===== config.mk =====
export PLATFORM = sky130hd
export DESIGN_NAME = dest_drain_arbiter
export DESIGN_NICKNAME = d
export VERILOG_FILES = /design/src/rtl/dest_drain_arbiter.sv
export SDC_FILE = /design/constraint.sdc
export NUM_CORES = 1
export LEC_CHECK = 0
export CORE_MARGIN = 4
export CORE_UTILIZATION = 44
export DETAILED_ROUTE_END_ITERATION = 10
export PLACE_DENSITY = 0.84
export RECOVER_POWER = 100
export SYNTH_ARGS = -nofsm -noshare
export SYNTH_HDL_FRONTEND = slang
export SYNTH_SLANG_ARGS = --single-unit

===== constraint.sdc =====
create_clock -name clk -period 1.8 [get_ports clk]
set_clock_uncertainty 0.15 [all_clocks]
set_input_delay 0.27 -clock clk [delete_from_list [all_inputs] [get_ports clk]]
set_output_delay 0.27 -clock clk [all_outputs]
set_load 0.005 [all_outputs]

===== src/rtl/dest_drain_arbiter.sv =====
`default_nettype none
// +----------------------------------------------------------------------+
// | dest_drain_arbiter: round-robin drain of the D0/D1 destination FIFOs |
// | into one registered valid/ready stream. Revision: 1.0                |
// +----------------------------------------------------------------------+
module dest_drain_arbiter #(
    parameter int data_width = 6,
    parameter int dest_bit   = 4,
    parameter int cnt_width  = 8
) (
    input  logic                  clk,
    input  logic                  reset,
    input  logic                  active,
    input  logic                  empty_D0,
    input  logic                  empty_D1,
    input  logic [data_width-1:0] data_D0,
    input  logic [data_width-1:0] data_D1,
    input  logic                  out_ready,
    output logic                  D0_pop,
    output logic                  D1_pop,
    output logic [data_width-1:0] data_out,
    output logic                  valid_out,
    output logic                  src_out,
    output logic [cnt_width-1:0]  cnt_D0,
    output logic [cnt_width-1:0]  cnt_D1,
    output logic                  error_out,
    output logic                  idle_out
);

    localparam logic [1:0] ST_IDLE = 2'd0;
    localparam logic [1:0] ST_WAIT = 2'd1;
    localparam logic [1:0] ST_HOLD = 2'd2;

    logic [1:0]            state_q, state_d;
    logic                  last_grant_q, last_grant_d;
    logic                  grant_q, grant_d;
    logic [data_width-1:0] data_q, data_d;
    logic                  valid_q, valid_d;
    logic                  src_q, src_d;
    logic [cnt_width-1:0]  cnt0_q, cnt0_d;
    logic [cnt_width-1:0]  cnt1_q, cnt1_d;
    logic                  error_q, error_d;

    logic                  pick;
    logic                  pop_req;
    logic [data_width-1:0] word_in;

    // A tie goes to the FIFO not served last; a lone non-empty FIFO always wins.
    assign pick    = empty_D0 ? 1'b1 : (empty_D1 ? 1'b0 : ~last_grant_q);
    assign pop_req = (state_q == ST_IDLE) && active && (!empty_D0 || !empty_D1);
    assign word_in = grant_q ? data_D1 : data_D0;

    always_ff @(posedge clk or negedge reset) begin
        if (!reset) begin
            state_q <= ST_IDLE;
        end else begin
            state_q <= state_d;
        end
    end

    always_comb begin
        state_d = state_q;
        case (state_q)
            ST_IDLE: if (pop_req) state_d = ST_WAIT;
            ST_WAIT: state_d = ST_HOLD;
            ST_HOLD: if (out_ready) state_d = ST_IDLE;
            default: state_d = ST_IDLE;
        endcase
    end

    // Pops are gated by reset so nothing leaves the FIFOs while held in reset.
    always_comb begin
        D0_pop    = reset && pop_req && !pick;
        D1_pop    = reset && pop_req && pick;
        data_out  = data_q;
        valid_out = valid_q;
        src_out   = src_q;
        cnt_D0    = cnt0_q;
        cnt_D1    = cnt1_q;
        error_out = error_q;
        idle_out  = (state_q == ST_IDLE) && empty_D0 && empty_D1;
    end

    always_comb begin
        last_grant_d = last_grant_q;
        grant_d      = grant_q;
        data_d       = data_q;
        valid_d      = valid_q;
        src_d        = src_q;
        cnt0_d       = cnt0_q;
        cnt1_d       = cnt1_q;
        error_d      = error_q;
        case (state_q)
            ST_IDLE: begin
                if (pop_req) begin
                    last_grant_d = pick;
                    grant_d      = pick;
                end
            end
            ST_WAIT: begin
                data_d  = word_in;
                src_d   = grant_q;
                valid_d = 1'b1;
                // A misrouted word is still forwarded; only the sticky flag records it.
                if (word_in[dest_bit] != grant_q) error_d = 1'b1;
            end
            ST_HOLD: begin
                if (out_ready) begin
                    valid_d = 1'b0;
                    if (src_q) cnt1_d = cnt1_q + cnt_width'(1);
                    else       cnt0_d = cnt0_q + cnt_width'(1);
                end
            end
            default: ;
        endcase
    end

    always_ff @(posedge clk or negedge reset) begin
        if (!reset) begin
            last_grant_q <= 1'b1;
            grant_q      <= 1'b0;
            data_q       <= '0;
            valid_q      <= 1'b0;
            src_q        <= 1'b0;
            cnt0_q       <= '0;
            cnt1_q       <= '0;
            error_q      <= 1'b0;
        end else begin
            last_grant_q <= last_grant_d;
            grant_q      <= grant_d;
            data_q       <= data_d;
            valid_q      <= valid_d;
            src_q        <= src_d;
            cnt0_q       <= cnt0_d;
            cnt1_q       <= cnt1_d;
            error_q      <= error_d;
        end
    end

endmodule
`default_nettype wire


* After elaboration in Yosys (flattened, before gate mapping)
Cells that the tools add are included.
** Word-level totals
- Bits in registers :: 29
- Latch bits :: 0
- Bits in writable memories :: 0
- ROM bits :: 0
- Input port bits :: 18
- Output and inout bits :: 28
- Memories :: 0
** Operators by class
- $add $sub $neg :: 2
- Multipliers :: 0
- Divide/modulo/power cells :: 0
- $lt $le $gt $ge :: 0
- Equal/unequal tests :: 5
- Shift operators :: 0
- Muxes and demuxes :: 8
- Bitwise operators :: 2
- Reduce and logical (&&, ||, !) cells :: 19
** Operators with widths (count)
- 8-bit by 1-bit adder with 8-bit output (second input constant) :: 2
- 2-bit AND reduction :: 4
- 1-bit logical AND :: 7
- 6-bit two-way mux :: 1
- 2-bit case mux with 3 select lines :: 1
- 3-bit AND reduction :: 2
- 2-bit two-way mux :: 2
- 2-bit != test (second input constant) :: 2
- 1-bit logical NOT :: 3
- 1-bit two-way mux :: 3
- 2-bit by 1-bit equality test with 1-bit output (second input constant) :: 1
- 2-bit equality test (second input constant) :: 1
- 2-bit logical NOT :: 1
- 1-bit NOT :: 2
- 1-bit case mux with 2 select lines :: 1
- 2-bit nonzero test :: 1
- 1-bit logical OR :: 1
- 1-bit != test :: 1

* Longest topological paths before layout
- Depth in word-level cells :: 5
- Gate-level depth with buffers :: 5
- Mapped depth without buffers :: 4

* Least setup slack after synthesis
OpenSTA, ideal clock, no wires.
- Kind :: register -> register
- Start :: register src_q, in the netlist src_out
- End :: register cnt0_q[7], in the netlist cnt_D0[7]
- Setup time :: 0.079 ns
- Data arrival time :: 1.130 ns
- Data required time :: 1.571 ns
- Setup slack :: 0.440 ns
- Stages on the path, launching flop included :: 5
- Path buffers :: 1
- Cell sequence :: dfrtp_1 -> nand4bb_1 -> buf_2 -> nor4_4 -> xor2_1
** On the way
- Longest elaborated chain between the ends :: 2
** Ends and longest elaborated chain
- from (decl) :: line 39 : logic src_q, src_d;
- from (signal assigned) :: line 133 : src_q <= src_d;
- 1-bit NOT (no line)
- 3-bit AND reduction (no line)
- to (signal assigned) :: line 134 : cnt0_q <= cnt0_d;
- to (decl) :: line 40 : logic [cnt_width-1:0] cnt0_q, cnt0_d;
No other way between the ends.
A chain may end at the register's enable or synchronous reset.

* Worst setup path in the final report
- Start :: register cnt1_q[2], in the netlist cnt_D1[2]
- End :: output port cnt_D1[2]
** RTL lines
- from (decl) :: line 41 : logic [cnt_width-1:0] cnt1_q, cnt1_d;
- from (signal assigned) :: line 135 : cnt1_q <= cnt1_d;
- to (decl) :: line 25 : output logic [cnt_width-1:0] cnt_D1,
No word-level cell between the ends.

==> results.yml <==
cts:
  root_buffer: "clkbuf_4"
  clk-insertion-delay-late_ps: 320
  htreeDepth: 2
  hold_buffers: 0
  cts.sinks: 29
  clk_pin_slew_ps: 90
  cts_tree: "built"
  cts_inserted_buffers: 5
  cts.path.max_buffers: 2
logic_synthesis:
  synth_edf_count: 0
  synth.avg_cell_area_um2: 11.2
  synth_cells: 120
  synthArstFlopShare_pct: 100
  synthDistinctLibCells: 28
  synthFlopType: "dfrtp_1"
  synth_fp_nets: 140
  yosys_register_bits: 29
  yosysSeqAreaShare_pct: 53.9
  ys_warn_count: 0
  netlist_area_um2: 1350
power_and_ir_drop:
  p_leak_uw: 0.000855
  combPwrFrac_pct: 36.1
  pwr-share-clk_pct: 16.5
  pwr-share-seq_pct: 47.4
  swShare_pct: 32.1
  power.density_nw_per_um2: 1190
  finalPower_uw: 2240
  ir_drop_uv: 637
  internal_power_uw: 1520
  switching_power_uw: 719
timing:
  period_share_pct: 97.1
  fin_crit_ps: 1750
  worst_slew_pin_slew_ps: 389
  max_freq_mhz: 572
  hold_viol: 0
  rsz0062_at_grt: "true"
  drv_slew: 0
  hold_slack_ps: 278
  setup_viol: 0
  relSlewSlack_pct: 74.1
critical_path:
  crit_slowest_cell: "clkdlybuf4s50_1"
  cp-start-kind: "flip-flop"
  crit_required_ps: 1380
  arrival_ps: 1330
  worstSetupPathType: "reg -> out"
  critical_path_peak_fanout: 6
  cp_slowest_stage_delay_ps: 540
  crit_buf_inv: 1
  crit_chain: "clkdlybuf4s50_1"
  critical-path-top-delay-family: "buffers and inverters"
  end_kind: "output pin"
routing:
  routed_wl_mm: 2.89
  drtAntennaViolNets: 0
  drt_iter0_drc: 35
  post_drt_wl_per_cell_um: 14.1
  via_per_inst: 5.20
  route.detailed.drc: 0
  dr.pass1.iters: 3
  via_count: 1067
die:
  initial_core_util_pct: 47.3
  die_y_um: 63.4
  io_pins: 46
  coreArea_um2: 2850
  die_area_um2: 4020
  fp-row-count: 19
  die_x_um: 63.4
final_layout:
  fillerInstances: 249
  antenna_cells: 0
  final_area_um2: 1890
  syn_to_final_growth_pct: 40.2
  fin_util_pct: 66.3
  nNetsFinal: 193
  drive_gt1_share_pct: 14.4
  multi_input_area_um2: 577
  regArea_um2: 729
  fin_cells: 205
hold_path:
  holdCritPathClass: "in -> async"
global_route:
  grt_pass1_vias: 1127
  grt_pass1_wl_mm: 5.03
  grt_max_degree: 30
  antenna_found_initial: 0
  met1_usage_pct: 17.9
  gr-max-usage-layer: "met2"
  globalRouteMet3Util_pct: 8.17
  grt_use_total_pct: 16.2
  gr-usage-met2_pct: 26.7
  grt.overflow.total: 0
place:
  globalplace.congestion: 0.787
  dp_hpwl_mm: 2.16
  port_buffers: 45
  dp.cells: 196
  place_area_um2: 1850
run_status:
  outcome: "finished clean"
run:
  maxCapViolCount: 0
-- routing by layer --
layer  part of all wire (%)  up-vias  wire (um)
li1                       -      521          -
met2                     48       42       1380
met1                     41      498       1190
met4                    1.5        0         43
met3                    9.4        6        271
met5                      0        -          0
-- layout by cell type, fill, tap and decap left out, drive strengths merged, types with 5 or more instances in the layout --
cell type,Yosys,final
clkdlybuf4s50,0,41
dfrtp,28,28
nand2,20,20
xnor2,9,9
clkbuf,1,9
o21ai,8,8
nand4,7,7
buf,4,7
mux2i,6,6
xor2,5,5
-- worst paths after layout --
check                      startpoint            to  slack [ps]  cells past startpoint
setup / recovery            cnt_D1[2]     cnt_D1[2]          50                      1
hold / removal                  reset     cnt_D1[3]         280                      2
setup reg to reg           state_q[0]     cnt_D1[7]         210                      4
hold reg to reg             cnt_D0[7]     cnt_D0[7]         320                      1
max in group asynchronous       reset  last_grant_q         900                      2
min in group clk            cnt_D0[7]     cnt_D0[7]         320                      1
-- cell families after synthesis --
kind of cell,after synthesis,share of synthesized area [%]
and+or+nand+nor,46,20.5
DFF,29,53.9
xor gates and xnor gates,14,9.09
AOI/OAI and AO/OA,12,4.82
muxes,9,6.96
buffers and inverters,8,2.88
adders and majority gates,2,1.85
-- synthesized netlist by cell type, drive strengths merged, types with 2 or more instances --
library cell  instances  share of area, %
mux2i                 6               4.5
buf                   4               1.7
mux2                  3               2.5
nand3                 3               1.1
o21bai                2               1.1
inv                   3              0.83
nand2                20               5.6
xnor2                 9               5.8
ha                    2               1.9
nand2b                2              0.93
nor4                  2               2.5
o21ai                 8               3.0
xor2                  5               3.2
nor3                  3               1.1
a21oi                 2              0.74
nand4                 7               3.2
dfrtp                28                52
nor2                  3              0.83
-- through the flow --
step / setup WS (ps) / TNS, ps
floorplan: 440 / 0
global placement: -181 / -462
detailed placement: -233 / -629
CTS: 10.5 / 0
global route: -56.9 / -99.5
finish: 53.0 / 0
-- worst reg2reg max path, cell delays in order, from the launching register on --
cell,delay [ps]
dfrtp_1,400
buf_4,160
nand4b_1,290
nor4_2,340
xor2_1,180
-- flip-flops by register name, indices dropped and copies added, names as in the netlist --
| name | cells |
|---|---|
| cnt_D1 | 8 |
| grant_q | 1 |
| cnt_D0 | 8 |
| valid_out | 1 |
| state_q | 2 |
| error_out | 1 |
| data_out | 6 |
| last_grant_q | 1 |
| src_out | 1 |
-- timing repair --
action,CTS,global route
pin swaps,2,2
gates resized for setup,8,6
buffers inserted,1,0
endpoints found under the setup margin,3,5
-- power groups by stage --
stage               clock (uW)  sequential, uW  combinational [uW]
floorplan                    0            1030                 391
global placement             0            1070                 798
detailed placement           0            1070                 827
CTS                        381            1070                 835
global route               418            1110                 894
finish                     370            1060                 810
-- layout make-up --
type,instances,share of cell area [%]
sequential,29,38.6
multi-input combinational,83,30.5
timing repair buffer,51,25.7
clock buffer,8,2.58
tap,31,2.05
inverter,3,0.596
(Power assumes the default switching activity.)
